### config.mk
export PLATFORM = sky130hd
export DESIGN_NAME = fp_decoder_serial
export DESIGN_NICKNAME = d
export VERILOG_FILES = /design/src/rtl/fp_decoder_serial.sv
export SDC_FILE = /design/constraint.sdc
export NUM_CORES = 1
export LEC_CHECK = 0
export CAP_MARGIN = 10
export CORE_MARGIN = 4
export CORE_UTILIZATION = 55
export DETAILED_ROUTE_END_ITERATION = 12
export DONT_BUFFER_PORTS = 1
export MAX_ROUTING_LAYER = met4
export PLACE_DENSITY_LB_ADDON = 0.3
export SYNTH_ARGS = -nofsm -noshare
export SYNTH_HDL_FRONTEND = slang
export SYNTH_SLANG_ARGS = --single-unit
### constraint.sdc
create_clock -name clk -period 2.6 [get_ports clk]
set_input_delay 0.52 -clock clk [delete_from_list [all_inputs] [get_ports clk]]
set_output_delay 0.52 -clock clk [all_outputs]
set_load 0.05 [all_outputs]
### src/rtl/fp_decoder_serial.sv
// Decodes a sign/exponent/significand float word into an OUT_W-bit two's-complement value.
// Optional macro FP_DECODER_FAST_EN replaces the one-bit-per-cycle shifter with a single-cycle barrel shift.
module fp_decoder_serial #(
    parameter int EXP_W = 3,
    parameter int SIG_W = 4,
    parameter int OUT_W = 12
) (
    input  logic             clk,
    input  logic             rst_n,
    input  logic             in_valid,
    output logic             in_ready,
    input  logic             in_sign,
    input  logic [EXP_W-1:0] in_exp,
    input  logic [SIG_W-1:0] in_sig,
    output logic             out_valid,
    input  logic             out_ready,
    output logic [OUT_W-1:0] out_data
);

    typedef enum logic [1:0] {
        IDLE  = 2'd0,
        SHIFT = 2'd1,
        DONE  = 2'd2
    } state_t;

    state_t           r_state;
    state_t           w_state_nxt;
    logic [OUT_W-1:0] r_acc;
    logic [OUT_W-1:0] w_acc_nxt;
    logic [EXP_W-1:0] r_cnt;
    logic [EXP_W-1:0] w_cnt_nxt;
    logic             r_sign;
    logic             w_sign_nxt;
    logic             r_in_ready;
    logic             w_in_ready_nxt;
    logic             r_out_valid;
    logic             w_out_valid_nxt;
    logic [OUT_W-1:0] r_out_data;
    logic [OUT_W-1:0] w_out_data_nxt;

    // Wrap-around negation; a zero magnitude stays zero, so there is no negative zero.
    function automatic logic [OUT_W-1:0] apply_sign(input logic neg, input logic [OUT_W-1:0] mag);
        logic [OUT_W-1:0] res;
        if (neg) begin
            res = ~mag + OUT_W'(1);
        end else begin
            res = mag;
        end
        return res;
    endfunction

    // State and datapath registers, cleared asynchronously.
    always_ff @(posedge clk or negedge rst_n) begin
        if (!rst_n) begin
            r_state     <= IDLE;
            r_acc       <= '0;
            r_cnt       <= '0;
            r_sign      <= 1'b0;
            r_in_ready  <= 1'b1;
            r_out_valid <= 1'b0;
            r_out_data  <= '0;
        end else begin
            r_state     <= w_state_nxt;
            r_acc       <= w_acc_nxt;
            r_cnt       <= w_cnt_nxt;
            r_sign      <= w_sign_nxt;
            r_in_ready  <= w_in_ready_nxt;
            r_out_valid <= w_out_valid_nxt;
            r_out_data  <= w_out_data_nxt;
        end
    end

    // Next-state and next-output decode.
    always_comb begin
        w_state_nxt     = r_state;
        w_acc_nxt       = r_acc;
        w_cnt_nxt       = r_cnt;
        w_sign_nxt      = r_sign;
        w_in_ready_nxt  = r_in_ready;
        w_out_valid_nxt = r_out_valid;
        w_out_data_nxt  = r_out_data;
        case (r_state)
            IDLE: begin
                if (in_valid) begin
                    w_acc_nxt      = {{(OUT_W-SIG_W){1'b0}}, in_sig};
                    w_cnt_nxt      = in_exp;
                    w_sign_nxt     = in_sign;
                    w_in_ready_nxt = 1'b0;
                    w_state_nxt    = SHIFT;
                end else begin
                    w_in_ready_nxt = 1'b1;
                end
            end
            SHIFT: begin
`ifdef FP_DECODER_FAST_EN
                w_acc_nxt       = r_acc << r_cnt;
                w_cnt_nxt       = '0;
                w_out_data_nxt  = apply_sign(r_sign, r_acc << r_cnt);
                w_out_valid_nxt = 1'b1;
                w_state_nxt     = DONE;
`else
                if (r_cnt != '0) begin
                    w_acc_nxt = {r_acc[OUT_W-2:0], 1'b0};
                    w_cnt_nxt = r_cnt - EXP_W'(1);
                end else begin
                    w_out_data_nxt  = apply_sign(r_sign, r_acc);
                    w_out_valid_nxt = 1'b1;
                    w_state_nxt     = DONE;
                end
`endif
            end
            DONE: begin
                // in_ready only rises after the handoff edge: no same-cycle re-accept.
                if (out_ready) begin
                    w_out_valid_nxt = 1'b0;
                    w_in_ready_nxt  = 1'b1;
                    w_state_nxt     = IDLE;
                end else begin
                    w_out_valid_nxt = 1'b1;
                end
            end
            default: begin
                w_state_nxt     = IDLE;
                w_in_ready_nxt  = 1'b1;
                w_out_valid_nxt = 1'b0;
            end
        endcase
    end

    assign in_ready  = r_in_ready;
    assign out_valid = r_out_valid;
    assign out_data  = r_out_data;

endmodule

==> results of run 1 <==
==> power groups by stage <==
stage / Combinational [mW] / Clock, mW / Sequential (mW)
4_1_cts: 0.980 / 0.429 / 1.17
5_1_grt: 1.11 / 0.461 / 1.21
6_report: 0.973 / 0.418 / 1.17
2_1_floorplan: 0.852 / 0 / 1.11
3_3_place_gp: 0.910 / 0 / 1.17
3_5_place_dp: 0.961 / 0 / 1.18
==> cells in the mapped netlist, drive strengths merged (4+ instances only) <==
cell,instances,area share
clkbuf,6,0.014
dfrtp,31,0.47
ha,7,0.053
inv,10,0.023
mux2i,6,0.036
nand2,37,0.084
nand2b,4,0.015
nor2,5,0.011
o21ai,28,0.085
o31ai,6,0.027
xor2,8,0.042
==> per-stage QoR <==
step | util | cells | cell area [µm²] | power, mW | hold WS, ns
after floorplan | - | 175 | 1660 | 1.96 | 0.224
after CTS | 0.636 | 209 | 1800 | 2.58 | 0.00420
after global placement | 0.591 | 199 | 1670 | 2.08 | 0.225
after detailed placement | 0.591 | 199 | 1670 | 2.14 | 0.225
final | 0.639 | 210 | 1810 | 2.56 | 0.250
after global routing | 0.639 | 210 | 1810 | 2.78 | 0.231
==> registers in the layout, indices dropped and copies added, names as in the netlist <==
register   flops
in_ready       1
out_data      12
out_valid      1
r_acc         12
r_cnt          3
r_sign         1
r_state        2
==> layer usage <==
metal / vias to the layer above / GRT usage
met2: 37 / 0.277
met1: 557 / 0.208
met5: - / -
met3: 4 / 0.0683
met4: 0 / 0.0661
li1: 597 / -
==> worst max-delay path by stage <==
stage	endpoint	slack, ns	cells past startpoint
after global placement	r_acc[9]	0.61	5
after CTS	r_acc[6]	0.43	5
after global routing	r_acc[3]	0.16	5
after detailed placement	r_acc[6]	0.43	5
after floorplan	r_acc[0]	0.88	7
final	r_acc[6]	0.44	5
==> kinds of logic after synthesis <==
| logic type | after synthesis | synth area share |
|---|---|---|
| xor gates and xnor gates | 10 | 0.0529 |
| buffers and inverters | 19 | 0.0453 |
| and+or+nand+nor | 54 | 0.146 |
| muxes | 8 | 0.0498 |
| DFF | 32 | 0.484 |
| AOI/OAI and AO/OA | 45 | 0.169 |
| adders and majority gates | 7 | 0.0529 |
==> cell type report <==
| type | instances | area, µm² |
|---|---|---|
| clock buffer | 7 | 65.1 |
| tap | 31 | 38.8 |
| fill | 240 | 1020 |
| multi-input combinational | 124 | 779 |
| clock inverter | 1 | 30.0 |
| sequential | 32 | 802 |
| inverter | 10 | 37.5 |
| timing repair buffer | 5 | 55.1 |
==> repair_timing <==
| item | 4_1_cts | 5_1_grt |
|---|---|---|
| buffers inserted | 0 | 0 |
| hold buffers | 2 | 1 |
| endpoints found under the setup margin | 0 | 0 |
| endpoints found under the hold margin | 31 | 1 |
==> impl_metrics.toml, run 1 <==
[pwr]
p_int_mw = 1.35
leakagePower_nw = 0.847
power_switching_share = 0.473
pwr-share-comb = 0.380
p_per_area_nw_per_um2 = 1420
p_seq_frac = 0.456
switchingPower_mw = 1.21
irDropWorstVdd_mv = 0.702
clockPowerShare = 0.164

[sta]
max_freq_mhz = 462
post-route-period-util = 0.832
slew_violations = 0
max-slew-margin-rel = 0.442
setup-violations-final = 0
skew_ns = 0.00802
tightestPinTransition_ns = 0.837
hold_violations = 0
rsz0062_at_grt = "false"
period_needed_ns = 2.16
fin_ws_ns = 0.438
finalSetupTns_ns = 0

[yosys]
syn_avg_cell_area_um2 = 9.47
netlist_area_um2 = 1660
synthFlopType = "dfrtp_1"
synth-edff-count = 0
ys_seq_area_frac = 0.484
async_flop_share = 1.00
synth_cells = 175
synthesis.nets = 194
yosysWarnings = 0
synthDistinctLibCells = 30
synth-seq-cells = 32

[global_routing]
grt_max_degree = 32
grt_use_total = 0.178
grt_pass1_wl_um = 5330
antenna_found_initial = 0
gr-total-overflow = 0
grt_pass1_vias = 1142

[worst_setup_path]
arrival_ns = 2.34
crit_buf_inv = 1
critPathKind = "reg -> reg"
cp_top_family = "simple AND/OR/NAND/NOR gates"
cpPeakStageDelay_ns = 0.70
crit_fanout = 28
reg2regPathDepth = 5
reg2reg_setup_slack_ns = 0.44
start_kind = "flop"
rr_endpoint = "r_acc[6]"
endpoint_kind = "flop"
critPathLaunch = "r_state[1]"
cpMaxStageDelayCell = "nand2b_1"
crit_chain = "inv_1 -> ha_1 -> mux2i_1 -> nand2b_1 -> o21ai_0"
r2r_start = "r_state[1]"
required_ns = 2.78

[place]
preCtsSetupSlack_ns = 0.432
dpl.hpwl_um = 2150
gp_congestion = 0.834
portBuffers = 0

[worst_hold_path]
hold_path.class = "in -> reg"
min_to = "in_ready"
hp-start = "in_valid"
worstHoldPathCells = 1

[clocking]
cts_resized = 0
clockBufferDepth = 2
clkTransAtPathRegs_ns = 0.10
clock_sinks = 32
clk_latency_ns = 0.33
cts_tree = "done"
numCtsBuffers = 5
cts-root-buf = "clkbuf_4"
htree_levels = 2

[detailed_routing]
dr_wl_met3_um = 222
ant_nets = 0
wl_per_cell_um = 14.1
drt-met1-wl_um = 1330
wl_met2_um = 1360
num_vias = 1195
drt_iter0_drc = 45
vias_per_cell = 5.69
routed_wl_um = 2950
dr.max_layer_used = "met4"
first_pass_iters = 4
drc = 0

[layout]
drive_gt1_frac = 0.101
diodes = 0
most-common-layout-cells = "nand2_1 (37), dfrtp_1 (31), o21ai_0 (15), o21ai_1 (13), inv_1 (10)"
area_delta_synth_final_pct = 9.14
final_common_cell = "nand2_1"
fin_nets = 197

[die]
fp.dieH_um = 62.9
core_um2 = 2830
row_count = 19
initial_utilization = 0.586
die-area_um2 = 3950
die_w_um = 62.9
ioPinCount = 26

[status]
outcome = "finished, final reports clean"

[job]
drv_cap = 0
Power figures use the tool's default switching activity.
==> run 2, diff against run 1 <==
==> constraint.sdc (replaced) <==
create_clock -name clk -period 2.1 [get_ports clk]
set_input_delay 0.42 -clock clk [delete_from_list [all_inputs] [get_ports clk]]
set_output_delay 0.42 -clock clk [all_outputs]
set_load 0.05 [all_outputs]
==> run 2 against run 1 <==
Combinational power grew 26%. Via count shrank 3.7%. Critical path depth shrank 1. Wire length shrank 1.1%. Final area shrank 1.4%. Maximum frequency grew 25%.
==> impl_metrics.toml, run 2 (synthesized netlist as in run 1, its figures left out) <==
[status]
outcome = "finished, final reports clean"

[worst_setup_path]
crit_chain = "or4_4 -> o41ai_2 -> xor2_1 -> o21ai_1"
arrival_ns = 1.94
reg2regPathDepth = 4
crit_buf_inv = 0
endpoint_kind = "flop"
cp_top_family = "simple AND/OR/NAND/NOR gates"
cpMaxStageDelayCell = "or4_4"
cpPeakStageDelay_ns = 0.52
start_kind = "flop"
crit_fanout = 7
required_ns = 2.31
path_depth = 4
reg2reg_setup_slack_ns = 0.37
critPathKind = "reg -> reg"

[place]
gp_congestion = 0.829
portBuffers = 0
dpl.hpwl_um = 2160

[sta]
slew_violations = 0
period_needed_ns = 1.73
finalSetupTns_ns = 0
skew_ns = 0.00561
hold_violations = 0
max_freq_mhz = 579
post-route-period-util = 0.822
max-slew-margin-rel = 0.672
setup-violations-final = 0
rsz0062_at_grt = "false"
tightestPinTransition_ns = 0.492

[detailed_routing]
num_vias = 1151
ant_nets = 0
drc = 0
wl_per_cell_um = 13.9
vias_per_cell = 5.48
drt_iter0_drc = 88
first_pass_iters = 4
routed_wl_um = 2920

[global_routing]
grt_pass1_vias = 1163
grt_use_total = 0.174
grt_max_degree = 33
grt_pass1_wl_um = 5230
gr-total-overflow = 0
antenna_found_initial = 0

[layout]
drive_gt1_frac = 0.106
final_common_cell = "nand2_1"
area_delta_synth_final_pct = 7.63
most-common-layout-cells = "nand2_1 (37), dfrtp_1 (31), o21ai_0 (15), o21ai_1 (13), inv_1 (10)"
fin_nets = 198
diodes = 0

[clocking]
cts_resized = 0
postCtsSetupBuffers = 0
cts-root-buf = "clkbuf_4"
numCtsBuffers = 5
clk_latency_ns = 0.33
clock_sinks = 32
clkTransAtPathRegs_ns = 0.10
clockBufferDepth = 2
cts_tree = "done"
htree_levels = 2

[worst_hold_path]
worstHoldPathCells = 1
hold_path.class = "in -> reg"

[die]
fp.dieH_um = 62.9
row_count = 19
die_w_um = 62.9
die-area_um2 = 3950
initial_utilization = 0.586
ioPinCount = 26
core_um2 = 2830

[pwr]
p_per_area_nw_per_um2 = 1720
fin_total_pwr_mw = 3.07
irDropWorstVdd_mv = 0.847
leakagePower_nw = 0.838

[job]
drv_cap = 0
==> run 2: cell type report <==
class	instances	area [µm²]
Fill cell	225	1050
Sequential cell	32	802
Multi-Input combinational cell	124	779
Clock buffer	7	65.1
Timing Repair Buffer	6	60.1
Tap cell	31	38.8
Inverter	10	37.5
==> run 2: metal layers <==
metal / routed length [µm] / vias to the layer above / global-route usage
li1: - / 596 / -
met2: 1300 / 28 / 0.265
met3: 154 / 7 / 0.0522
met5: 0 / - / -
met1: 1390 / 520 / 0.206
met4: 70 / 0 / 0.0909
==> run 2: worst register-to-register path, delay by kind of cell (launching register included) <==
family,cells,cell delay (ns)
AOI/OAI and AO/OA,2,0.43
xor gates and xnor gates,1,0.19
DFF,1,0.47
and+or+nand+nor,1,0.52
==> run 2: where the power goes <==
group	total [mW]	switching (mW)	internal, mW
sequential	1.45	0.606	0.839
combinational	1.23	0.690	0.544
clock	0.387	0.197	0.190
==> run 2: final timing paths <==
kind,from,to
worst max-delay path,r_acc[6],out_data[11]
worst min-delay path,in_valid,in_ready
worst max register to register,r_acc[6],out_data[11]
worst min register to register,r_cnt[0],r_cnt[0]
max in group asynchronous,rst_n,in_ready
min in group asynchronous,rst_n,out_valid
==> run 2: repair_timing <==
action / CTS / global route
endpoints found under the hold margin: 32 / 0
setup endpoints to repair: 0 / 0
hold buffers: 2 / 0
==> run 2: metrics by stage <==
stage	worst slack (ns)	instances	util	area, µm²	hold WS (ns)
3_3_place_gp	0.443	201	0.597	1690	0.125
4_1_cts	0.366	210	0.630	1780	0.133
5_1_grt	0.193	210	0.630	1780	0.136
2_1_floorplan	0.379	175	-	1660	0.124
3_5_place_dp	0.378	201	0.597	1690	0.125
6_report	0.373	210	0.630	1780	0.145
